**src/rtl/voice_scheduler_if.sv**
```systemverilog
// Event handshake between the synth register block (master) and the voice scheduler (slave).
interface voice_scheduler_if #(
    parameter int unsigned NOTEW = 7
);
    logic             ev_valid;
    logic             ev_on;
    logic [NOTEW-1:0] ev_note;
    logic             ev_ready;

    modport master (output ev_valid, ev_on, ev_note, input ev_ready);
    modport slave  (input ev_valid, ev_on, ev_note, output ev_ready);
endinterface

```
**src/rtl/voice_scheduler.sv**
```systemverilog
// Assigns note-on/note-off events to NVOICES gate/note voice slots with retrigger,
// free-voice-by-age selection and oldest-voice stealing; one event in flight at a time.
module voice_scheduler #(
    parameter int unsigned NVOICES = 4,
    parameter int unsigned NOTEW   = 7,
    parameter int unsigned AGEW    = 8
) (
    input  logic                     sample_clock,
    input  logic                     rst,
    voice_scheduler_if.slave         ev,
    output logic [NVOICES-1:0]       gate,
    output logic [NVOICES*NOTEW-1:0] voice_note,
    output logic                     steal
);
    localparam int unsigned IDXW = (NVOICES > 1) ? $clog2(NVOICES) : 1;

    typedef logic [IDXW-1:0] idx_t;
    localparam idx_t LAST_IDX = idx_t'(NVOICES - 1);

    typedef enum logic [1:0] {S_IDLE, S_SCAN, S_APPLY, S_GAP} state_t;

    state_t           state, state_next;
    logic             ready_q;
    logic             ev_on_q;
    logic [NOTEW-1:0] ev_note_q;
    idx_t             idx;
    logic             match_found, free_found, old_found;
    idx_t             match_idx, free_idx, old_idx, tgt_idx;
    logic [AGEW-1:0]  age    [NVOICES];
    logic [NOTEW-1:0] note_r [NVOICES];

    logic             accept, apply;
    logic             cur_gate;
    logic [AGEW-1:0]  cur_age;
    logic [NOTEW-1:0] cur_note;
    idx_t             tgt;
    logic             tgt_steal, tgt_gated;

    assign ev.ev_ready = ready_q;

    // Priority: retrigger a held match, else the longest-idle free voice, else steal the oldest.
    always_comb begin
        tgt       = old_idx;
        tgt_steal = 1'b1;
        if (match_found) begin
            tgt       = match_idx;
            tgt_steal = 1'b0;
        end else if (free_found) begin
            tgt       = free_idx;
            tgt_steal = 1'b0;
        end
        tgt_gated = gate[tgt];
        cur_gate  = gate[idx];
        cur_age   = age[idx];
        cur_note  = note_r[idx];
    end

    always_ff @(posedge sample_clock) begin
        if (rst) state <= S_IDLE;
        else     state <= state_next;
    end

    always_comb begin
        state_next = state;
        accept     = 1'b0;
        apply      = 1'b0;
        unique case (state)
            S_IDLE: begin
                if (ev.ev_valid && ready_q) begin
                    accept     = 1'b1;
                    state_next = S_SCAN;
                end
            end
            S_SCAN: begin
                if (idx == LAST_IDX) state_next = S_APPLY;
            end
            S_APPLY: begin
                apply      = 1'b1;
                state_next = (ev_on_q && tgt_gated) ? S_GAP : S_IDLE;
            end
            S_GAP:   state_next = S_IDLE;
            default: state_next = S_IDLE;
        endcase
    end

    always_ff @(posedge sample_clock) begin
        if (rst) begin
            ready_q     <= 1'b1;
            gate        <= '0;
            steal       <= 1'b0;
            ev_on_q     <= 1'b0;
            ev_note_q   <= '0;
            idx         <= '0;
            match_found <= 1'b0;
            free_found  <= 1'b0;
            old_found   <= 1'b0;
            match_idx   <= '0;
            free_idx    <= '0;
            old_idx     <= '0;
            tgt_idx     <= '0;
            for (int i = 0; i < int'(NVOICES); i++) begin
                age[i]    <= '0;
                note_r[i] <= '0;
            end
        end else begin
            ready_q <= (state_next == S_IDLE);
            steal   <= 1'b0;
            for (int i = 0; i < int'(NVOICES); i++) begin
                if (age[i] != {AGEW{1'b1}}) age[i] <= age[i] + AGEW'(1);
            end

            if (accept) begin
                ev_on_q     <= ev.ev_on;
                ev_note_q   <= ev.ev_note;
                idx         <= '0;
                match_found <= 1'b0;
                free_found  <= 1'b0;
                old_found   <= 1'b0;
                match_idx   <= '0;
                free_idx    <= '0;
                old_idx     <= '0;
            end

            // Compare against the candidate's live age so the running increment cancels out.
            if (state == S_SCAN) begin
                idx <= idx + IDXW'(1);
                if (cur_gate) begin
                    if (!match_found && (cur_note == ev_note_q)) begin
                        match_found <= 1'b1;
                        match_idx   <= idx;
                    end
                    if (!old_found || (cur_age > age[old_idx])) begin
                        old_found <= 1'b1;
                        old_idx   <= idx;
                    end
                end else if (!free_found || (cur_age > age[free_idx])) begin
                    free_found <= 1'b1;
                    free_idx   <= idx;
                end
            end

            if (apply) begin
                if (ev_on_q) begin
                    note_r[tgt] <= ev_note_q;
                    age[tgt]    <= '0;
                    gate[tgt]   <= !tgt_gated;
                    steal       <= tgt_steal;
                    tgt_idx     <= tgt;
                end else if (match_found) begin
                    gate[match_idx] <= 1'b0;
                    age[match_idx]  <= '0;
                end
            end

            // Held voice was dropped for one cycle at APPLY so its envelope re-attacks.
            if (state == S_GAP) gate[tgt_idx] <= 1'b1;
        end
    end

    always_comb begin
        voice_note = '0;
        for (int i = 0; i < int'(NVOICES); i++) begin
            voice_note[i*NOTEW +: NOTEW] = note_r[i];
        end
    end
endmodule

```
**src/flat_wrapper.sv**
```systemverilog
// flat-port wrapper written by rule: the top's interface ports become plain ports
module voice_scheduler_flat 
#(
    parameter int unsigned NVOICES = 4,
    parameter int unsigned NOTEW   = 7,
    parameter int unsigned AGEW    = 8
)
  (sample_clock, rst, gate, voice_note, steal, ev_ev_valid, ev_ev_on, ev_ev_note, ev_ev_ready);
  voice_scheduler_if #(.NOTEW(NOTEW)) ev_i ();
  input  logic sample_clock;
  input  logic rst;
  output logic [NVOICES-1:0] gate;
  output logic [NVOICES*NOTEW-1:0] voice_note;
  output logic steal;
  input wire logic [$bits(ev_i.ev_valid)-1:0] ev_ev_valid;
  input wire logic [$bits(ev_i.ev_on)-1:0] ev_ev_on;
  input wire logic [$bits(ev_i.ev_note)-1:0] ev_ev_note;
  output wire logic [$bits(ev_i.ev_ready)-1:0] ev_ev_ready;
  assign ev_i.ev_valid = ev_ev_valid;
  assign ev_i.ev_on = ev_ev_on;
  assign ev_i.ev_note = ev_ev_note;
  assign ev_ev_ready = ev_i.ev_ready;
  voice_scheduler #(.NVOICES(NVOICES), .NOTEW(NOTEW), .AGEW(AGEW)) u_core (.sample_clock(sample_clock), .rst(rst), .ev(ev_i), .gate(gate), .voice_note(voice_note), .steal(steal));
endmodule
```
**config.mk**
```make
export PLATFORM = sky130hd
export DESIGN_NAME = voice_scheduler_flat
export DESIGN_NICKNAME = d
export VERILOG_FILES = /design/src/rtl/voice_scheduler_if.sv /design/src/rtl/voice_scheduler.sv /design/src/flat_wrapper.sv
export SDC_FILE = /design/constraint.sdc
export NUM_CORES = 1
export LEC_CHECK = 0
export CORE_UTILIZATION = 52
export CTS_CLUSTER_SIZE = 14
export DETAILED_ROUTE_END_ITERATION = 10
export MAX_ROUTING_LAYER = met4
export PLACE_DENSITY = 0.79
export SLEW_MARGIN = 0
export SYNTH_ARGS = -nofsm -noshare
export SYNTH_HDL_FRONTEND = slang
export SYNTH_SLANG_ARGS = --single-unit
```
**constraint.sdc**
```tcl
create_clock -name sample_clock -period 3.05 [get_ports sample_clock]
set_clock_uncertainty 0.15 [all_clocks]
set_input_delay 0.7625 -clock sample_clock [delete_from_list [all_inputs] [get_ports sample_clock]]
set_output_delay 0.7625 -clock sample_clock [all_outputs]
set_load 0.01 [all_outputs]
```
Yosys cells after proc, flatten, opt, wreduce, memory -nomap -nowiden. Memories as Yosys holds them, arrays and structs flattened. A register that Yosys moved wholly into a read port is not among the register bits. Cells that the tools add are included.

Register bits after elaboration: 29. RAM bits: 60. Bits of input ports: 11. Word-level logic and storage cells: 158. Memories kept: 2.

Add/subtract/negate cells: 5. $lt $le $gt $ge: 9. Equality and inequality tests: 9. Muxes and demuxes: 91. Bitwise logic cells: 9. Reduce and logical (&&, ||, !) cells: 19.

Memories: u_core.age (depth 4, bits a word 8, read ports 7, clocked after Yosys merged registers in 3, write ports 5, RTL line voice_scheduler.sv:29) `logic [AGEW-1:0] age [NVOICES];`; u_core.note_r (depth 4, bits a word 7, read ports 5, clocked after Yosys merged registers in 1, write ports 4, RTL line voice_scheduler.sv:30) `logic [NOTEW-1:0] note_r [NVOICES];`.

Operator list (number): $mux W2 (27); $mux W1 (46); $mux W8 (5); $add A8 B1 Y8 const B (4); $ne A8 B8 Y1 const B (4); $mux W4 (5); $gt A8 B8 Y1 (2); $lt A2 B3 Y1 const B (4); $pmux W2 S4 (1); $reduce_or A8 Y1 (1); $eq A7 B7 Y1 (1); $mux W7 (1); $reduce_or A7 Y1 (1); $demux W1 S2 (3); $eq A2 B2 Y1 const B (3); $ge A2 B1 Y1 const B (3); $logic_and A1 B1 Y1 (6); $and A4 B4 Y4 (1); $bmux W1 S2 (2); $bwmux W4 (1); $logic_not A1 Y1 (4); $logic_not A2 Y1 (2); $not A4 Y4 (1); $or A1 B1 Y1 (4); other kinds (8) (10).

Depth between registers and ports, before layout.
Word-level depth: 12. Gate-level depth with buffers: 11. Gate-level depth less buffers: 9.

Worst setup path after synthesis. OpenSTA, ideal clock, no wires.

Path type: reg2reg. Start: register (tool-made name). End: register u_core.free_idx[0]. Setup time: 0.072 ns. Arrival time: 2.820 ns. Data required time: 2.828 ns. Slack: 0.009 ns. Cell stages (with the launch flop): 11. Buffers on the path: 2. Period minus slack after synthesis: 3.041 ns. Path through: dfxtp_1 > buf_6 > clkbuf_1 > mux4_2 > ha_1 > nor2b_1 > o21a_1 > o21ai_0 > a21oi_1 > o21ai_0 > mux2i_1.

RTL lines: end signal, assigned (RTL line voice_scheduler.sv:138) `free_idx <= idx;`; end, declared (RTL line voice_scheduler.sv:28) `idx_t match_idx, free_idx, old_idx, tgt_idx;`.

Worst setup path in the final report.
Start: register u_core.free_idx[0]. End: register u_core.free_idx[0].

Word-level cells in the longest chain between the ends: 4.

Ends and longest elaborated chain: $mux W2 (*) (RTL line voice_scheduler.sv:112) `if (accept) begin`; $mux W2 (RTL line voice_scheduler.sv:136) `end else if (!free_found || (cur_age > age[free_idx])) begin`; $mux W2 (RTL line voice_scheduler.sv:127) `if (cur_gate) begin`; $mux W2 (*) (RTL line voice_scheduler.sv:125) `if (state == S_SCAN) begin`.

Mark *: on every way between the ends. The rest lies on a longest branch, timed or not. A chain may end at the register's enable or synchronous reset.

==> impl_metrics.toml <==
[layout]
diodes = 0
area_delta_synth_final_pct = 15.9
multi_input_area_mm2 = 0.00272
regArea_mm2 = 0.00210
final_area_mm2 = 0.00582
nFillCells = 749
drive_gt1_share_pct = 12.6
nets = 583
fin_util_pct = 62.7

[synthesis]
syn-cell-area_mm2 = 0.00503
ys_ff_latch = 91
syn_area_per_cell_um2 = 9.94
syn_inst = 506
syn_nets = 538
seq_area_frac_synth_pct = 41.8
synth_top_area_share_pct = 25.1
synth_warnings = 0
yosysTopAreaCell = "dfxtp_1"
synth_cell_types = 42
yosys-top-cells-area = "dfxtp_1 (25%), edfxtp_1 (17%), mux4_2 (13%)"

[routing]
drtIter0Drc = 273
wl_per_cell_um = 17.6
wirelength_um = 12100
vias_per_cell = 5.93
drc = 0
first_pass_iters = 5
drtAntennaViolNets = 0
dr_total_vias = 4059

[timing]
fin_crit_ns = 2.83
drv_slew = 0
post-route-period-util_pct = 92.8
worst_pin_slew_ns = 0.575
hold_viol = 0
setup_tns_ns = 0
slew_headroom_pct = 61.6
finalSetupViolCount = 0
hold_slack_ns = 0.342
clock.fmax_mhz = 353
rsz0062_at_grt = "no"

[worst_setup_path]
cp_top_family = "multiplexers"
cp.required_ns = 3.21
path_cells = "buf_4, mux4_2, inv_1, ha_1, o21a_1, o21ai_0, a21oi_1, o21ai_0, buf_4, mux2i_1"
arrival_ns = 2.99
critPathLaunchType = "register"
critPathBufInv = 3
crit_path_max_incr_delay_ns = 0.63
critPathMaxFanout = 8
cpMaxStageDelayCell = "dfxtp_1"
crit_type = "reg -> reg"
critPathCaptureType = "register"

[pwr]
power-per-cell-area_mw_per_mm2 = 422
internal-power_mw = 1.76
power_frac_clock_pct = 33.7
power.total_mw = 2.46
p_sw_share_pct = 28.3
total_leakage_power_nw = 2.15
p_seq_share_pct = 54.8
combPwrFrac_pct = 11.5
switchingPower_mw = 0.695
ir_drop_mv = 0.256

[clock_tree]
postCtsSetupBuffers = 0
hold_buffers = 0
cts_root_buf = "clkbuf_8"
tritoncts = "done"
clk_latency_ns = 0.38
cts_made_buffers = 9
h-tree-depth = 3
cts_resized = 0
cts_sinks = 91
path_clk_slew_ns = 0.11
cts_buffer_depth = 2

[die]
dieArea_mm2 = 0.0101
initial_core_util_pct = 54.2
pin_count = 45
rows = 35
dieHeight_um = 100
core_mm2 = 0.00928
die_w_um = 100

[run]
maxCapViolCount = 0

[placed_design]
dp_hpwl_um = 8970
io_buffers = 44
dpl_cell_area_mm2 = 0.00562
place.gp.congestion = 0.999

[global_route]
grt_pass1_vias = 3964
grt_overflow = 0
antenna_found_initial = 0
grt_max_degree = 41
grt_pass1_wl_um = 19800
track_usage_pct = 26.5

[run_status]
status = "complete, no violations"

[worst_hold_path]
hp-class = "reg -> reg"
-- worst register-to-register path, stage by stage, from the launching register on --
cell	delay, ns
dfxtp_1	0.63
buf_4	0.24
mux4_2	0.51
inv_1	0.07
ha_1	0.24
o21a_1	0.11
o21ai_0	0.21
a21oi_1	0.11
o21ai_0	0.16
buf_4	0.15
mux2i_1	0.19
-- layout make-up --
cell class                 instances  area share (%)
tap                              129            2.77
inverter                          28            1.80
timing repair buffer              54            9.07
clock buffer                       9            2.13
sequential                        91            36.1
clock inverter                     7            1.40
multi-input combinational        367            46.7
-- sequential cells by signal (all words and copies together) (netlist names), 2 cells and up, named ones only --
signal / cells
u_core.ev_note_q: 7
u_core.age: 32
u_core.free_idx: 2
u_core.note_r: 28
u_core.old_idx: 2
u_core.tgt_idx: 2
u_core.match_idx: 2
u_core.idx: 2
u_core.state: 2
u_core.gate: 4
-- cells in the final DEF (no fill, tap or decap), types with 7 or more instances in the layout --
| cell type | count |
|---|---|
| clkdlybuf4s50_1 | 44 |
| nand3b_1 | 8 |
| inv_1 | 28 |
| dfxtp_1 | 62 |
| edfxtp_1 | 28 |
| and3_1 | 13 |
| clkbuf_8 | 9 |
| nand3_1 | 18 |
| xor2_1 | 8 |
| mux4_2 | 30 |
| xnor2_1 | 9 |
| a21oi_1 | 31 |
| nor2_1 | 72 |
| nor3_1 | 9 |
| ha_1 | 21 |
| nor2b_1 | 7 |
| o21ai_0 | 20 |
| nand2_1 | 46 |
| buf_4 | 9 |
| mux2i_1 | 17 |
| nand4_1 | 9 |
-- cells by family (layout without fill, tap and decap cells) --
group,count (synthesis),in the layout,share of synthesized area (%)
AO/OA/AOI/OAI,77,77,9.21
buffers and inverters,48,98,4.06
AND/OR/NAND/NOR,201,201,19.0
flip-flops,91,91,41.8
multiplexers,51,51,17.7
adder cells (fa/ha/maj),21,21,5.23
XOR/XNOR,17,17,2.96
-- power groups by stage --
| stage | logic [mW] | registers (mW) | clock network (mW) |
|---|---|---|---|
| global route | 0.308 | 1.35 | 0.898 |
| CTS | 0.282 | 1.34 | 0.844 |
| detailed placement | 0.280 | 1.37 | 0 |
| global placement | 0.271 | 1.37 | 0 |
| floorplan | 0.188 | 1.35 | 0 |
| finish | 0.283 | 1.34 | 0.828 |
-- metal layers --
metal / vias to the layer above / GRT usage (%) / part of all wire [%]
li1: 1929 / - / -
met1: 1979 / 34.7 / 43
met2: 133 / 41.9 / 50
met3: 18 / 3.90 / 5.6
met4: 0 / 10.3 / 1.7
met5: - / - / 0
-- cell usage after synthesis --
library cell,instances
a2111oi_2,1
nor4_1,2
nor2b_1,7
xor2_1,8
nand3b_1,8
a41oi_1,1
nor3b_1,3
o21bai_2,1
nand4b_1,1
a2bb2oi_1,1
clkbuf_1,12
nor3_1,9
or2_2,4
mux2_2,4
a211oi_1,6
o21ai_0,20
buf_4,3
or4b_2,1
inv_1,28
nand3_1,18
xnor2_1,9
nor2_1,72
nand2b_1,3
buf_2,4
o21bai_1,2
nand2_1,46
ha_1,21
nand4_1,9
o2111ai_1,1
a21oi_1,31
a21o_1,4
a31o_2,2
buf_6,1
and3_1,13
and4_1,3
edfxtp_1,28
dfxtp_1,63
a31oi_1,4
mux4_2,30
o21a_1,3
and2_1,2
mux2i_1,17
-- per-stage QoR --
step,cells,setup slack (ns)
floorplan,506,0.00871
global placement,669,0.314
detailed placement,669,0.161
CTS,685,0.135
global route,685,0.0451
finish,685,0.220
-- final timing paths --
path         cells after the start  slack, ns                start                  end
max                             10       0.22   u_core.free_idx[0]   u_core.free_idx[0]
min                              2       0.34  u_core.ev_note_q[4]  u_core.ev_note_q[4]
max reg2reg                     10       0.22   u_core.free_idx[0]   u_core.free_idx[0]
min reg2reg                      2       0.34  u_core.ev_note_q[4]  u_core.ev_note_q[4]
Power figures use the tool's default switching activity.
